File: src/rtl/adler32_pkg.sv
// Shared constants for the streaming Adler-32 engine.
package adler32_pkg;

  localparam int DATA_WD   = 32;
  localparam int NUM_WD    = 2;
  localparam int NUM_BYTES = DATA_WD / 8;
  localparam int SUM_WD    = 19;

  localparam logic [15:0] ADLER_MOD = 16'd65521;
  localparam logic [15:0] A_INIT    = 16'd1;
  localparam logic [15:0] B_INIT    = 16'd0;

endpackage

File: src/rtl/adler32_mod_reduce.sv
// Combinational modulo-65521 reduction of a 19-bit sum.
// Input must be below 8*65521; uses compare/subtract of 4M, 2M, then M.
module adler32_mod_reduce
  import adler32_pkg::*;
(
  input  logic [18:0] sum_i,
  output logic [15:0] res_o
);

  localparam logic [18:0] MOD_X4 = 19'd262084;
  localparam logic [18:0] MOD_X2 = 19'd131042;
  localparam logic [18:0] MOD_X1 = 19'd65521;

  logic [18:0] s4_s;
  logic [18:0] s2_s;

  // Subtract chain; the last step is done in 16 bits since the result is known to fit.
  always_comb begin
    s4_s  = sum_i;
    s2_s  = sum_i;
    res_o = 16'd0;
    if (sum_i >= MOD_X4) begin
      s4_s = sum_i - MOD_X4;
    end else begin
      s4_s = sum_i;
    end
    if (s4_s >= MOD_X2) begin
      s2_s = s4_s - MOD_X2;
    end else begin
      s2_s = s4_s;
    end
    if (s2_s >= MOD_X1) begin
      res_o = s2_s[15:0] - ADLER_MOD;
    end else begin
      res_o = s2_s[15:0];
    end
  end

endmodule

File: src/rtl/adler32.sv
// Streaming Adler-32 checksum, up to 4 bytes per clock, one word per cycle.
// Optional macro ADLER32_OUT_REG_EN adds one more output register stage.
module adler32
  import adler32_pkg::*;
(
  input  logic                 clk,
  input  logic                 rstn,
  input  logic                 start_i,
  input  logic                 val_i,
  input  logic [DATA_WD-1:0]   dat_i,
  input  logic [NUM_WD-1:0]    num_i,
  input  logic                 lst_i,
  output logic                 done_o,
  output logic                 val_o,
  output logic [DATA_WD-1:0]   dat_o
);

  logic [15:0]        a_q, a_d, b_q, b_d;
  logic [DATA_WD-1:0] dat_q, dat_d;
  logic               val_q, val_d, done_q, done_d;

  logic [15:0]        base_a_s, base_b_s;
  logic [3:0]         lane_en_s;
  logic [18:0]        nxa_s;
  logic [2:0]         n_s;
  logic [2:0]         weight_s [NUM_BYTES];
  logic [7:0]         byte_s   [NUM_BYTES];
  logic [18:0]        sum_a_s, sum_b_s;
  logic [15:0]        a_red_s, b_red_s;

  // Raw sums for one word; start restarts from the initial values in the same cycle.
  always_comb begin
    base_a_s  = start_i ? A_INIT : a_q;
    base_b_s  = start_i ? B_INIT : b_q;
    n_s       = {1'b0, num_i} + 3'd1;
    lane_en_s = 4'b0001;
    nxa_s     = {3'b000, base_a_s};
    case (num_i)
      2'd0: begin
        lane_en_s = 4'b0001;
        nxa_s     = {3'b000, base_a_s};
      end
      2'd1: begin
        lane_en_s = 4'b0011;
        nxa_s     = {2'b00, base_a_s, 1'b0};
      end
      2'd2: begin
        lane_en_s = 4'b0111;
        nxa_s     = {3'b000, base_a_s} + {2'b00, base_a_s, 1'b0};
      end
      2'd3: begin
        lane_en_s = 4'b1111;
        nxa_s     = {1'b0, base_a_s, 2'b00};
      end
      default: begin
        lane_en_s = 4'b0001;
        nxa_s     = {3'b000, base_a_s};
      end
    endcase
    sum_a_s = {3'b000, base_a_s};
    sum_b_s = {3'b000, base_b_s} + nxa_s;
    for (int k = 0; k < NUM_BYTES; k++) begin
      // Lane k is the k-th byte of the stream, MSB lane first; it weighs (n-k) in B.
      if (lane_en_s[k]) begin
        byte_s[k]   = dat_i[8*(NUM_BYTES-1-k) +: 8];
        weight_s[k] = n_s - 3'(k);
      end else begin
        byte_s[k]   = 8'd0;
        weight_s[k] = 3'd0;
      end
      sum_a_s = sum_a_s + {11'd0, byte_s[k]};
      sum_b_s = sum_b_s + (19'(byte_s[k]) * 19'(weight_s[k]));
    end
  end

  adler32_mod_reduce u_red_a (
    .sum_i (sum_a_s),
    .res_o (a_red_s)
  );

  adler32_mod_reduce u_red_b (
    .sum_i (sum_b_s),
    .res_o (b_red_s)
  );

  // Next-state: absorb a valid word, else honour a bare start, else hold.
  always_comb begin
    a_d    = a_q;
    b_d    = b_q;
    dat_d  = dat_q;
    val_d  = 1'b0;
    done_d = 1'b0;
    if (val_i) begin
      a_d    = a_red_s;
      b_d    = b_red_s;
      dat_d  = {b_red_s, a_red_s};
      val_d  = 1'b1;
      done_d = lst_i;
    end else if (start_i) begin
      a_d = A_INIT;
      b_d = B_INIT;
    end else begin
      a_d = a_q;
      b_d = b_q;
    end
  end

  // Checksum state and first output stage.
  always_ff @(posedge clk or negedge rstn) begin
    if (!rstn) begin
      a_q    <= A_INIT;
      b_q    <= B_INIT;
      dat_q  <= {B_INIT, A_INIT};
      val_q  <= 1'b0;
      done_q <= 1'b0;
    end else begin
      a_q    <= a_d;
      b_q    <= b_d;
      dat_q  <= dat_d;
      val_q  <= val_d;
      done_q <= done_d;
    end
  end

`ifdef ADLER32_OUT_REG_EN
  logic [DATA_WD-1:0] dat2_q;
  logic               val2_q, done2_q;

  // Extra output stage: one more cycle of latency, same throughput.
  always_ff @(posedge clk or negedge rstn) begin
    if (!rstn) begin
      dat2_q  <= {B_INIT, A_INIT};
      val2_q  <= 1'b0;
      done2_q <= 1'b0;
    end else begin
      dat2_q  <= dat_q;
      val2_q  <= val_q;
      done2_q <= done_q;
    end
  end

  assign dat_o  = dat2_q;
  assign val_o  = val2_q;
  assign done_o = done2_q;
`else
  assign dat_o  = dat_q;
  assign val_o  = val_q;
  assign done_o = done_q;
`endif

endmodule

File: config.mk
export PLATFORM = sky130hd
export DESIGN_NAME = adler32
export DESIGN_NICKNAME = d
export VERILOG_FILES = /design/src/rtl/adler32_pkg.sv /design/src/rtl/adler32_mod_reduce.sv /design/src/rtl/adler32.sv
export SDC_FILE = /design/constraint.sdc
export NUM_CORES = 1
export LEC_CHECK = 0
export CAP_MARGIN = 20
export CORE_MARGIN = 4
export CORE_UTILIZATION = 50
export CTS_CLUSTER_DIAMETER = 30
export DETAILED_ROUTE_END_ITERATION = 10
export PLACE_DENSITY = 0.71
export SETUP_SLACK_MARGIN = 0.5
export SYNTH_ARGS = -nofsm -noshare
export SYNTH_HDL_FRONTEND = slang
export SYNTH_HIERARCHICAL = 1
export SYNTH_SLANG_ARGS = --single-unit
export TNS_END_PERCENT = 50
File: constraint.sdc
create_clock -name clk -period 8.2 [get_ports clk]
set_input_delay 1.23 -clock clk [delete_from_list [all_inputs] [get_ports clk]]
set_output_delay 1.23 -clock clk [all_outputs]
set_load 0.1 [all_outputs]
==> run summary <==
Run status: finished, violations left
Violations in the final reports: negative setup slack
Largest net degree at the start of global routing: 67
Vertical die dimension: 170 um
Initial antenna violation count: 0
Avg WL per Cell: 18.9 um
Launch instance of the worst min-delay path: dat_o[29]
Endpoint of the worst hold-timing path: dat_o[29]
Initial cell density of the core: 50.6%
NumNets Final: 2343
Clock buffers created by TritonCTS: 9
Post-Place Cell Area: 17700 um2
Critical Path Slowest Stage Cell: or4b_4
Avg Vias per Cell: 5.76
Count of state elements after synthesis: 66
Area of the mapped netlist: 13200 um2
Part of the cycle the worst path needs: 127%
Total negative setup slack: -67840 ps
Library cell with the highest instance count after synthesis: inv_1
Clock period minus final worst setup slack: 10440 ps
Clock-pin slew on the worst setup and hold paths: 50 ps
DP HPWL: 36800 um
Worst Setup End Kind: flop
Most common flop cell mapped by yosys: dfrtp_1
Clock tree from TritonCTS: yes
Cell type with the largest total area after synthesis: fa_1
Worst-skew pair later-pin latency: 330 ps
DRC violations left: 0
Fmax: 95.8 MHz
Last weighted congestion value of the routability-driven placer: 0.957
P&R area growth vs syn: 43.5%
Number of enable-type register cells in the synthesized netlist: 0
Number of global-route vias before repair: 14300
DR pass1 iterations: 5
Count of different cell masters after synthesis: 119
Worst slack, placed: -3060 ps
Syn Inst Count: 1598
Die outline area: 29000 um2
Area of the core region: 26000 um2
Cell depth of the worst min-delay path: 1
Total setup violations reported at the end of the flow: 54
H-Tree Level Count: 3
Data arrival time of the worst path: 10630 ps
Total via count after detailed routing: 14000
Average footprint of a synthesized cell: 8.23 um2
Data required, critical path: 8390 ps
Actual transition at the worst max-transition pin: 993 ps
Type of the worst setup path: input port to flop
Cell repeated most along the worst path: fa_1
Capture point of the worst reg-to-reg path: dat_o[28]
Final antenna-violating net count: 0
Clock tree buffer depth: 2
Max FO, Critical Path: 23
Final worst setup slack: -2240 ps
Top cell type's share of synthesized area: 18.4%
RSZ-0062 raised after global routing: true
Slowest cell delay on critical path: 550 ps
Global route overflow: 0
Total number of yosys warnings: 6
Post-cts hold buffer count: 0
Number of buffers inserted by port buffering: 72
Path class of the lowest-slack min-delay path: flop to flop
Max-cap violation count: 0
Rel. slew slack: 33.6%
Startpoint of the worst register-to-register path: b_q[3]
Final setup skew: 5.83 ps
Count of final max-slew check failures: 0
Count of standard-cell rows: 59
Boundary pin count: 73
Ant diodes: 0
Kind of launch point of the worst setup path: input port
Tot GR Track Use: 31.4%
Clock root buffer master: clkbuf_16
Wire length of the first global-routing pass: 72800 um
Final wirelength: 46100 um
Post-route cell area: 18900 um2
Commonest cells in the synthesized netlist: inv_1, nand2_1, fa_1, o21ai_0, nor2_1
Cells taking the most area after synthesis: fa_1, dfrtp_1, ha_1, inv_1, nand2_1
Post-synthesis sequential area ratio: 12.6%
Floorplan die width: 170 um
R2R cell count: 37
Endpoints failing hold: 0
Layout cells sized above 1: 33.9%
Post-synthesis async set-or-reset flop share: 100%
CP startpoint: num_i[1]
Sinks on Clock Net: 66
R2R Setup Slk: -310 ps
Iter 0 DRT Violations: 1132
-- per-layer routing --
layer	track usage [%]	part of all wire, %	up-vias	wire (um)
met5	0	0	-	0
met4	8.09	2.8	0	1280
met3	6.92	9.0	106	4130
met2	48.7	45	611	20600
met1	44.6	44	6779	20100
li1	-	-	6542	-
-- cell usage in the layout (no fill, tap or decap), types with 10 or more instances in the layout --
cell,instances
mux2_2,16
nand2_1,147
and2_1,49
mux2i_1,12
nor3_1,21
nor2b_1,33
conb_1,13
o21ai_0,76
a21oi_1,50
o21ai_1,24
xnor2_1,49
xor2_1,25
nor2_1,85
inv_2,10
nand4_1,29
nand2b_1,33
o21a_1,15
inv_1,193
o211ai_1,13
a31oi_1,20
dfrtp_1,64
buf_6,16
fa_1,116
clkdlybuf4s50_1,68
a21oi_2,10
a21o_1,15
nand3_1,26
buf_4,451
ha_1,72
and3_1,14
-- area by class of cell --
class / count / area (um2)
tap: 335 / 419
inverter: 206 / 786
clock buffer: 14 / 264
multi-input combinational: 1268 / 11300
clock inverter: 2 / 35.0
sequential: 66 / 1650
fill: 1983 / 7110
timing repair buffer: 548 / 4450
-- worst max-delay path by stage --
stage | to | slack (ps)
after floorplan | dat_o[22] | -2290
after global placement | b_q[12] | -2890
after detailed placement | b_q[3] | -3060
after CTS | b_q[6] | -2030
after global routing | dat_o[22] | -2650
final | dat_o[28] | -2240
-- cells by family after synthesis --
group	after synthesis	share of synthesized area (%)
simple gates	545	22.0
compound gates	388	22.2
fa+ha+maj	205	26.4
xor+xnor	87	5.79
mux	30	2.47
flops	66	12.6
other cells	1	0.0285
buf+inv	276	8.55
-- what timing repair did --
action / CTS / global route
setup buffers: 17 / 14
gates cloned: 1 / 0
pin swaps: 62 / 37
resized for setup: 89 / 67
endpoints found under the setup margin: 64 / 64
-- metrics by stage --
stage	instances	util [%]	hold WS, ps
global placement	2391	68.1	498
detailed placement	2391	68.1	498
floorplan	1610	-	515
finish	2439	72.6	509
global route	2439	72.6	534
CTS	2425	71.2	514
-- critical path, delay by kind of cell --
family,cells,cell delay [ps]
xor gates and xnor gates,3,520
buffers and inverters,8,1130
adders and majority gates,9,3890
AOI/OAI and AO/OA,13,2300
and+or+nand+nor,8,1560
-- flip-flops by register name, summed over array words and instances (netlist names) --
signal / count
a_q: 16
b_q: 16
done_o: 1
val_o: 1
dat_o: 32
Power is left out: the tool's default activity adds up to more than one toggle a clock period on the data nets, which glitch-free logic cannot reach.
